### src/rtl/rgb_led_sequencer_if.sv
// rtl/rgb_led_sequencer_if.sv - button inputs and LED/mode/level outputs of the RGB LED sequencer
interface rgb_led_sequencer_if;
  logic       push_button0;
  logic       push_button1;
  logic       led_red;
  logic       led_green;
  logic       led_blue;
  logic [2:0] mode;
  logic [2:0] level;

  // Button source / LED sink side
  modport master (
    output push_button0, push_button1,
    input  led_red, led_green, led_blue, mode, level
  );

  // Sequencer side
  modport slave (
    input  push_button0, push_button1,
    output led_red, led_green, led_blue, mode, level
  );
endinterface

### src/rtl/rgb_led_sequencer.sv
// rtl/rgb_led_sequencer.sv - button-driven RGB colour mode sequencer with blink and optional PWM dimming (RGB_LED_SEQUENCER_PWM_EN)
module rgb_led_sequencer #(
  parameter int PWM_BITS   = 8,
  parameter int BLINK_BITS = 24
) (
  input  logic               clock,
  input  logic               reset_n,
  rgb_led_sequencer_if.slave io
);

  typedef enum logic [2:0] {
    M_OFF   = 3'd0,
    M_RED   = 3'd1,
    M_GREEN = 3'd2,
    M_BLUE  = 3'd3,
    M_WHITE = 3'd4,
    M_BLINK = 3'd5
  } mode_e;

  mode_e                 mode_q, mode_d;
  logic                  prev0_q, prev0_d;
  logic [BLINK_BITS-1:0] blink_cnt_q, blink_cnt_d;
  logic [2:0]            led_q, led_d;
  logic                  edge0;
  logic                  pwm_on;
  logic                  blink_on;
  logic [2:0]            colour;

`ifdef RGB_LED_SEQUENCER_PWM_EN
  logic                prev1_q, prev1_d;
  logic [2:0]          level_q, level_d;
  logic [PWM_BITS-1:0] pwm_cnt_q, pwm_cnt_d;
  logic                edge1;

  // Brightness stepping on push_button1 edges and the free-running PWM compare
  always_comb begin
    edge1     = io.push_button1 & ~prev1_q;
    prev1_d   = io.push_button1;
    level_d   = edge1 ? level_q - 3'd1 : level_q;
    pwm_cnt_d = pwm_cnt_q + {{(PWM_BITS-1){1'b0}}, 1'b1};
    pwm_on    = (pwm_cnt_q[PWM_BITS-1 -: 3] <= level_q);
  end

  // Brightness state; prev1 resets high so a button held through reset gives no edge
  always_ff @(posedge clock) begin
    if (!reset_n) begin
      prev1_q   <= 1'b1;
      level_q   <= 3'd7;
      pwm_cnt_q <= '0;
    end else begin
      prev1_q   <= prev1_d;
      level_q   <= level_d;
      pwm_cnt_q <= pwm_cnt_d;
    end
  end

  assign io.level = level_q;
`else
  logic unused_push_button1;

  assign unused_push_button1 = io.push_button1;
  assign pwm_on              = 1'b1;
  assign io.level            = 3'd7;
`endif

  // Mode advance on push_button0 edges, blink counter and gated colour decode
  always_comb begin
    edge0       = io.push_button0 & ~prev0_q;
    prev0_d     = io.push_button0;
    blink_cnt_d = blink_cnt_q + {{(BLINK_BITS-1){1'b0}}, 1'b1};
    blink_on    = blink_cnt_q[BLINK_BITS-1];
    mode_d      = mode_q;
    colour      = 3'b000;
    case (mode_q)
      M_OFF:   begin colour = 3'b000;        if (edge0) mode_d = M_RED;   end
      M_RED:   begin colour = 3'b100;        if (edge0) mode_d = M_GREEN; end
      M_GREEN: begin colour = 3'b010;        if (edge0) mode_d = M_BLUE;  end
      M_BLUE:  begin colour = 3'b001;        if (edge0) mode_d = M_WHITE; end
      M_WHITE: begin colour = 3'b111;        if (edge0) mode_d = M_BLINK; end
      M_BLINK: begin colour = {3{blink_on}}; if (edge0) mode_d = M_OFF;   end
      default: begin colour = 3'b000;        mode_d = M_OFF;              end
    endcase
    led_d = pwm_on ? colour : 3'b000;
  end

  // Mode state, blink counter and registered LED enables
  always_ff @(posedge clock) begin
    if (!reset_n) begin
      mode_q      <= M_OFF;
      prev0_q     <= 1'b1;
      blink_cnt_q <= '0;
      led_q       <= 3'b000;
    end else begin
      mode_q      <= mode_d;
      prev0_q     <= prev0_d;
      blink_cnt_q <= blink_cnt_d;
      led_q       <= led_d;
    end
  end

  assign io.mode      = mode_q;
  assign io.led_red   = led_q[2];
  assign io.led_green = led_q[1];
  assign io.led_blue  = led_q[0];

endmodule
### src/flat_wrapper.sv
// flat-port wrapper written by rule: the top's interface ports become plain ports
module rgb_led_sequencer_flat 
#(
  parameter int PWM_BITS   = 8,
  parameter int BLINK_BITS = 24
)
  (clock, reset_n, io_push_button0, io_push_button1, io_led_red, io_led_green, io_led_blue, io_mode, io_level);
  rgb_led_sequencer_if io_i ();
  input  logic clock;
  input  logic reset_n;
  input wire logic [$bits(io_i.push_button0)-1:0] io_push_button0;
  input wire logic [$bits(io_i.push_button1)-1:0] io_push_button1;
  output wire logic [$bits(io_i.led_red)-1:0] io_led_red;
  output wire logic [$bits(io_i.led_green)-1:0] io_led_green;
  output wire logic [$bits(io_i.led_blue)-1:0] io_led_blue;
  output wire logic [$bits(io_i.mode)-1:0] io_mode;
  output wire logic [$bits(io_i.level)-1:0] io_level;
  assign io_i.push_button0 = io_push_button0;
  assign io_i.push_button1 = io_push_button1;
  assign io_led_red = io_i.led_red;
  assign io_led_green = io_i.led_green;
  assign io_led_blue = io_i.led_blue;
  assign io_mode = io_i.mode;
  assign io_level = io_i.level;
  rgb_led_sequencer #(.PWM_BITS(PWM_BITS), .BLINK_BITS(BLINK_BITS)) u_core (.clock(clock), .reset_n(reset_n), .io(io_i));
endmodule
### config.mk
export PLATFORM = sky130hd
export DESIGN_NAME = rgb_led_sequencer_flat
export DESIGN_NICKNAME = d
export VERILOG_FILES = /design/src/rtl/rgb_led_sequencer_if.sv /design/src/rtl/rgb_led_sequencer.sv /design/src/flat_wrapper.sv
export SDC_FILE = /design/constraint.sdc
export NUM_CORES = 1
export LEC_CHECK = 0
export ABC_AREA = 1
export CAP_MARGIN = 20
export CORE_ASPECT_RATIO = 0.8
export CORE_UTILIZATION = 45
export CTS_CLUSTER_SIZE = 14
export DETAILED_ROUTE_END_ITERATION = 16
export HOLD_SLACK_MARGIN = 0.1
export PLACE_DENSITY = 0.77
export SYNTH_ARGS = -nofsm -noshare
export SYNTH_HDL_FRONTEND = slang
export SYNTH_SLANG_ARGS = --single-unit
### constraint.sdc
create_clock -name clock -period 1.5 [get_ports clock]
set_input_delay 0.3 -clock clock [delete_from_list [all_inputs] [get_ports clock]]
set_output_delay 0.3 -clock clock [all_outputs]
set_load 0.005 [all_outputs]
==> reports/qor.csv, run 1 <==
metric,value,unit
crit_family,buffers and inverters,
synth_commonest_cells,"44 x nand2_1, 31 x dfxtp_1, 27 x nor2_1",
die-area,3580,µm²
cts_sinks,31,
r2r_cells,7,
port_buffers,8,
seq_area_frac_synth,41.2,%
postCtsHoldBufs,0,
synth_area_per_cell,7.31,µm²
crit_type,flip-flop to primary output,
yosysWarningCount,0,
cp-start-kind,flip-flop,
async_reset_ff_share,0,%
cp-end-kind,primary output,
yosys.cell_types.count,28,
synth_top_cells_by_area,"dfxtp_1 41%, nand2_1 11%, nor2_1 6.7%, a21oi_1 6.0%, inv_1 5.7%",
nets,229,
timing.final.ws_setup,0.0548,ns
maxCapViolations,0,
drive_above_1_share,17.5,%
path_buf_inv,1,
run_status,"complete, no violations",
die_w,66.7,µm
multi_input_comb_area,782,µm²
r2r_slack,0.13,ns
routedWlPerCell,10.8,µm
core-area,3130,µm²
synthCells,206,
period_needed,1.45,ns
start_util,48.1,%
postLayoutCoreUtil,56.1,%
finalCritPeriodShare,96.3,%
fin_skew,0.00462,ns
min_path_cells,1,
hp-class,flip-flop to flip-flop,
insertedDiodeCount,0,
cts_buffers,5,
yosysMostFrequentCell,nand2_1,
critical_path_arrival,1.15,ns
cp_max_fo,6,
irDropWorstVdd,0.569,mV
htree_num_levels,2,
drt-vias-per-instance,4.88,
hpwl,1970,µm
setup_viol,0,
std_cell_rows,18,
crit_chain,clkdlybuf4s50_1,
grt_pass1_wl,4800,µm
grt_pass1_vias,1115,
r2r-start,u_core.blink_cnt_q[1],
final.setup.tns,0,ns
fmax,692,MHz
post-route-drc-count,0,
vias,1283,
power.density,861,nW/µm²
rsz0062_at_grt,no,
crit_start,u_core.io.mode[0],
die_h,53.7,µm
synth_ff_type,dfxtp_1,
synth_enable_flop_cells,0,
synth_top_area_share,41.2,%
path_depth,1,
antenna_found_initial,0,
synthToLayoutAreaGrowth,16.6,%
grt-ovfl-total,0,
routed_wl,2840,µm
dr.pass1.iters,4,
leakage,0.639,nW
finalHoldViolCount,0,
ioPinCount,13,
clockBufferDepth,2,
clk_latency,0.28,ns
grt_start_max_net_pins,17,
drt-initial-drc-count,60,
timing.rr.end,u_core.blink_cnt_q[10],
place_ws,0.0691,ns
required,1.20,ns
cts.reportedPaths.clkPinSlew,0.06,ns
grt_use_total,19.0,%
ys_ff_latch,31,
synth_area,1510,µm²
synth_top_area_cell,dfxtp_1,
drv_slew,0,
cp-endpoint,io_mode[0],
seq_area,629,µm²
drtAntennaViolNets,0,
nFillCells,296,
clock-root-buffer,clkbuf_8,
slowest_delay,0.50,ns
cts_tree,built,
routabilityCongestion,0.760,
slowest_stage,clkdlybuf4s50_1,
==> repair_timing <==
item,4_1_cts,5_1_grt
setup endpoints to repair,2,8
resized for setup,2,8
setup buffers,0,4
pin swaps,0,4
gates cloned,0,0
==> kinds of logic after synthesis <==
| logic type | count (synthesis) | share of synthesized area (%) |
|---|---|---|
| AO/OA/AOI/OAI | 33 | 11.9 |
| XOR/XNOR | 1 | 0.582 |
| adder cells (fa/ha/maj) | 1 | 0.831 |
| buffers and inverters | 30 | 8.31 |
| flip-flops | 31 | 41.2 |
| other | 1 | 0.249 |
| AND/OR/NAND/NOR | 109 | 36.9 |
==> routing by layer <==
| layer | routed length [µm] | track usage [%] | up-vias |
|---|---|---|---|
| met2 | 1260 | 30.3 | 23 |
| met4 | 32 | 9.57 | 0 |
| met3 | 148 | 6.36 | 4 |
| met1 | 1400 | 22.9 | 566 |
| met5 | 0 | 0 | - |
| li1 | - | - | 690 |
==> cell usage in the layout, fill, tap and decap left out, types with 5 or more instances in the layout <==
master,count
nor2_2,5
clkdlybuf4s50_1,7
clkbuf_8,5
nor2_4,7
dfxtp_1,26
nand3_1,9
inv_1,23
a21oi_1,18
nor2_1,27
o21ai_0,10
buf_4,6
nand2_1,43
==> cell type report <==
class | count | share of cell area, %
Multi-Input combinational cell | 147 | 44.5
Sequential cell | 31 | 35.9
Timing Repair Buffer | 14 | 7.27
Inverter | 25 | 5.35
Clock buffer | 6 | 4.13
Tap cell | 40 | 2.85
==> registers in the layout, indices dropped and copies added (netlist names) <==
register            count
u_core.blink_cnt_q     24
u_core.io.mode          3
u_core.prev0_q          1
u_core.led_q            3
==> worst reg2reg max path, stage by stage (launching register included) <==
cell	delay [ns]
dfxtp_2	0.36
ha_4	0.15
nand2_2	0.08
nor2_4	0.16
nand3_4	0.13
buf_4	0.16
xor2_1	0.13
nor2_1	0.06
==> where the power goes <==
group          leakage, nW  internal [W]   total, W  switching [W]
Sequential           0.253      0.000838   0.000852      0.0000135
Combinational        0.348     0.0000334  0.0000739      0.0000404
Clock               0.0371      0.000308   0.000586       0.000278
Total                0.639       0.00118    0.00151       0.000332
==> through the flow <==
step	hold slack (ns)	total power [W]	cell area, µm²	cells
2_1_floorplan	0.396	0.000909	1510	208
3_3_place_gp	0.431	0.000930	1630	253
3_5_place_dp	0.444	0.000933	1630	253
4_1_cts	0.467	0.00152	1700	259
5_1_grt	0.474	0.00157	1760	263
6_report	0.452	0.00151	1760	263
==> how the worst min path moves through the flow <==
stage / start / end / slack (ns)
after floorplan: io_push_button0 / u_core.prev0_q / 0.40
after global placement: u_core.blink_cnt_q[0] / u_core.blink_cnt_q[0] / 0.43
after detailed placement: u_core.blink_cnt_q[0] / u_core.blink_cnt_q[0] / 0.44
after CTS: u_core.blink_cnt_q[0] / u_core.blink_cnt_q[0] / 0.47
after global routing: u_core.blink_cnt_q[0] / u_core.blink_cnt_q[0] / 0.47
final: u_core.blink_cnt_q[0] / u_core.blink_cnt_q[0] / 0.45
Power figures use the tool's default switching activity.
==> run 2: changes to the inputs <==
--- a/config.mk
+++ b/config.mk
@@ -9,6 +9,7 @@
 export CAP_MARGIN = 20
 export CORE_ASPECT_RATIO = 0.8
 export CORE_UTILIZATION = 45
+export CTS_CLUSTER_DIAMETER = 150
 export CTS_CLUSTER_SIZE = 14
 export DETAILED_ROUTE_END_ITERATION = 16
 export HOLD_SLACK_MARGIN = 0.1
==> results of run 2 <==
Final layout, timing and power as in run 1 (identical DEF).
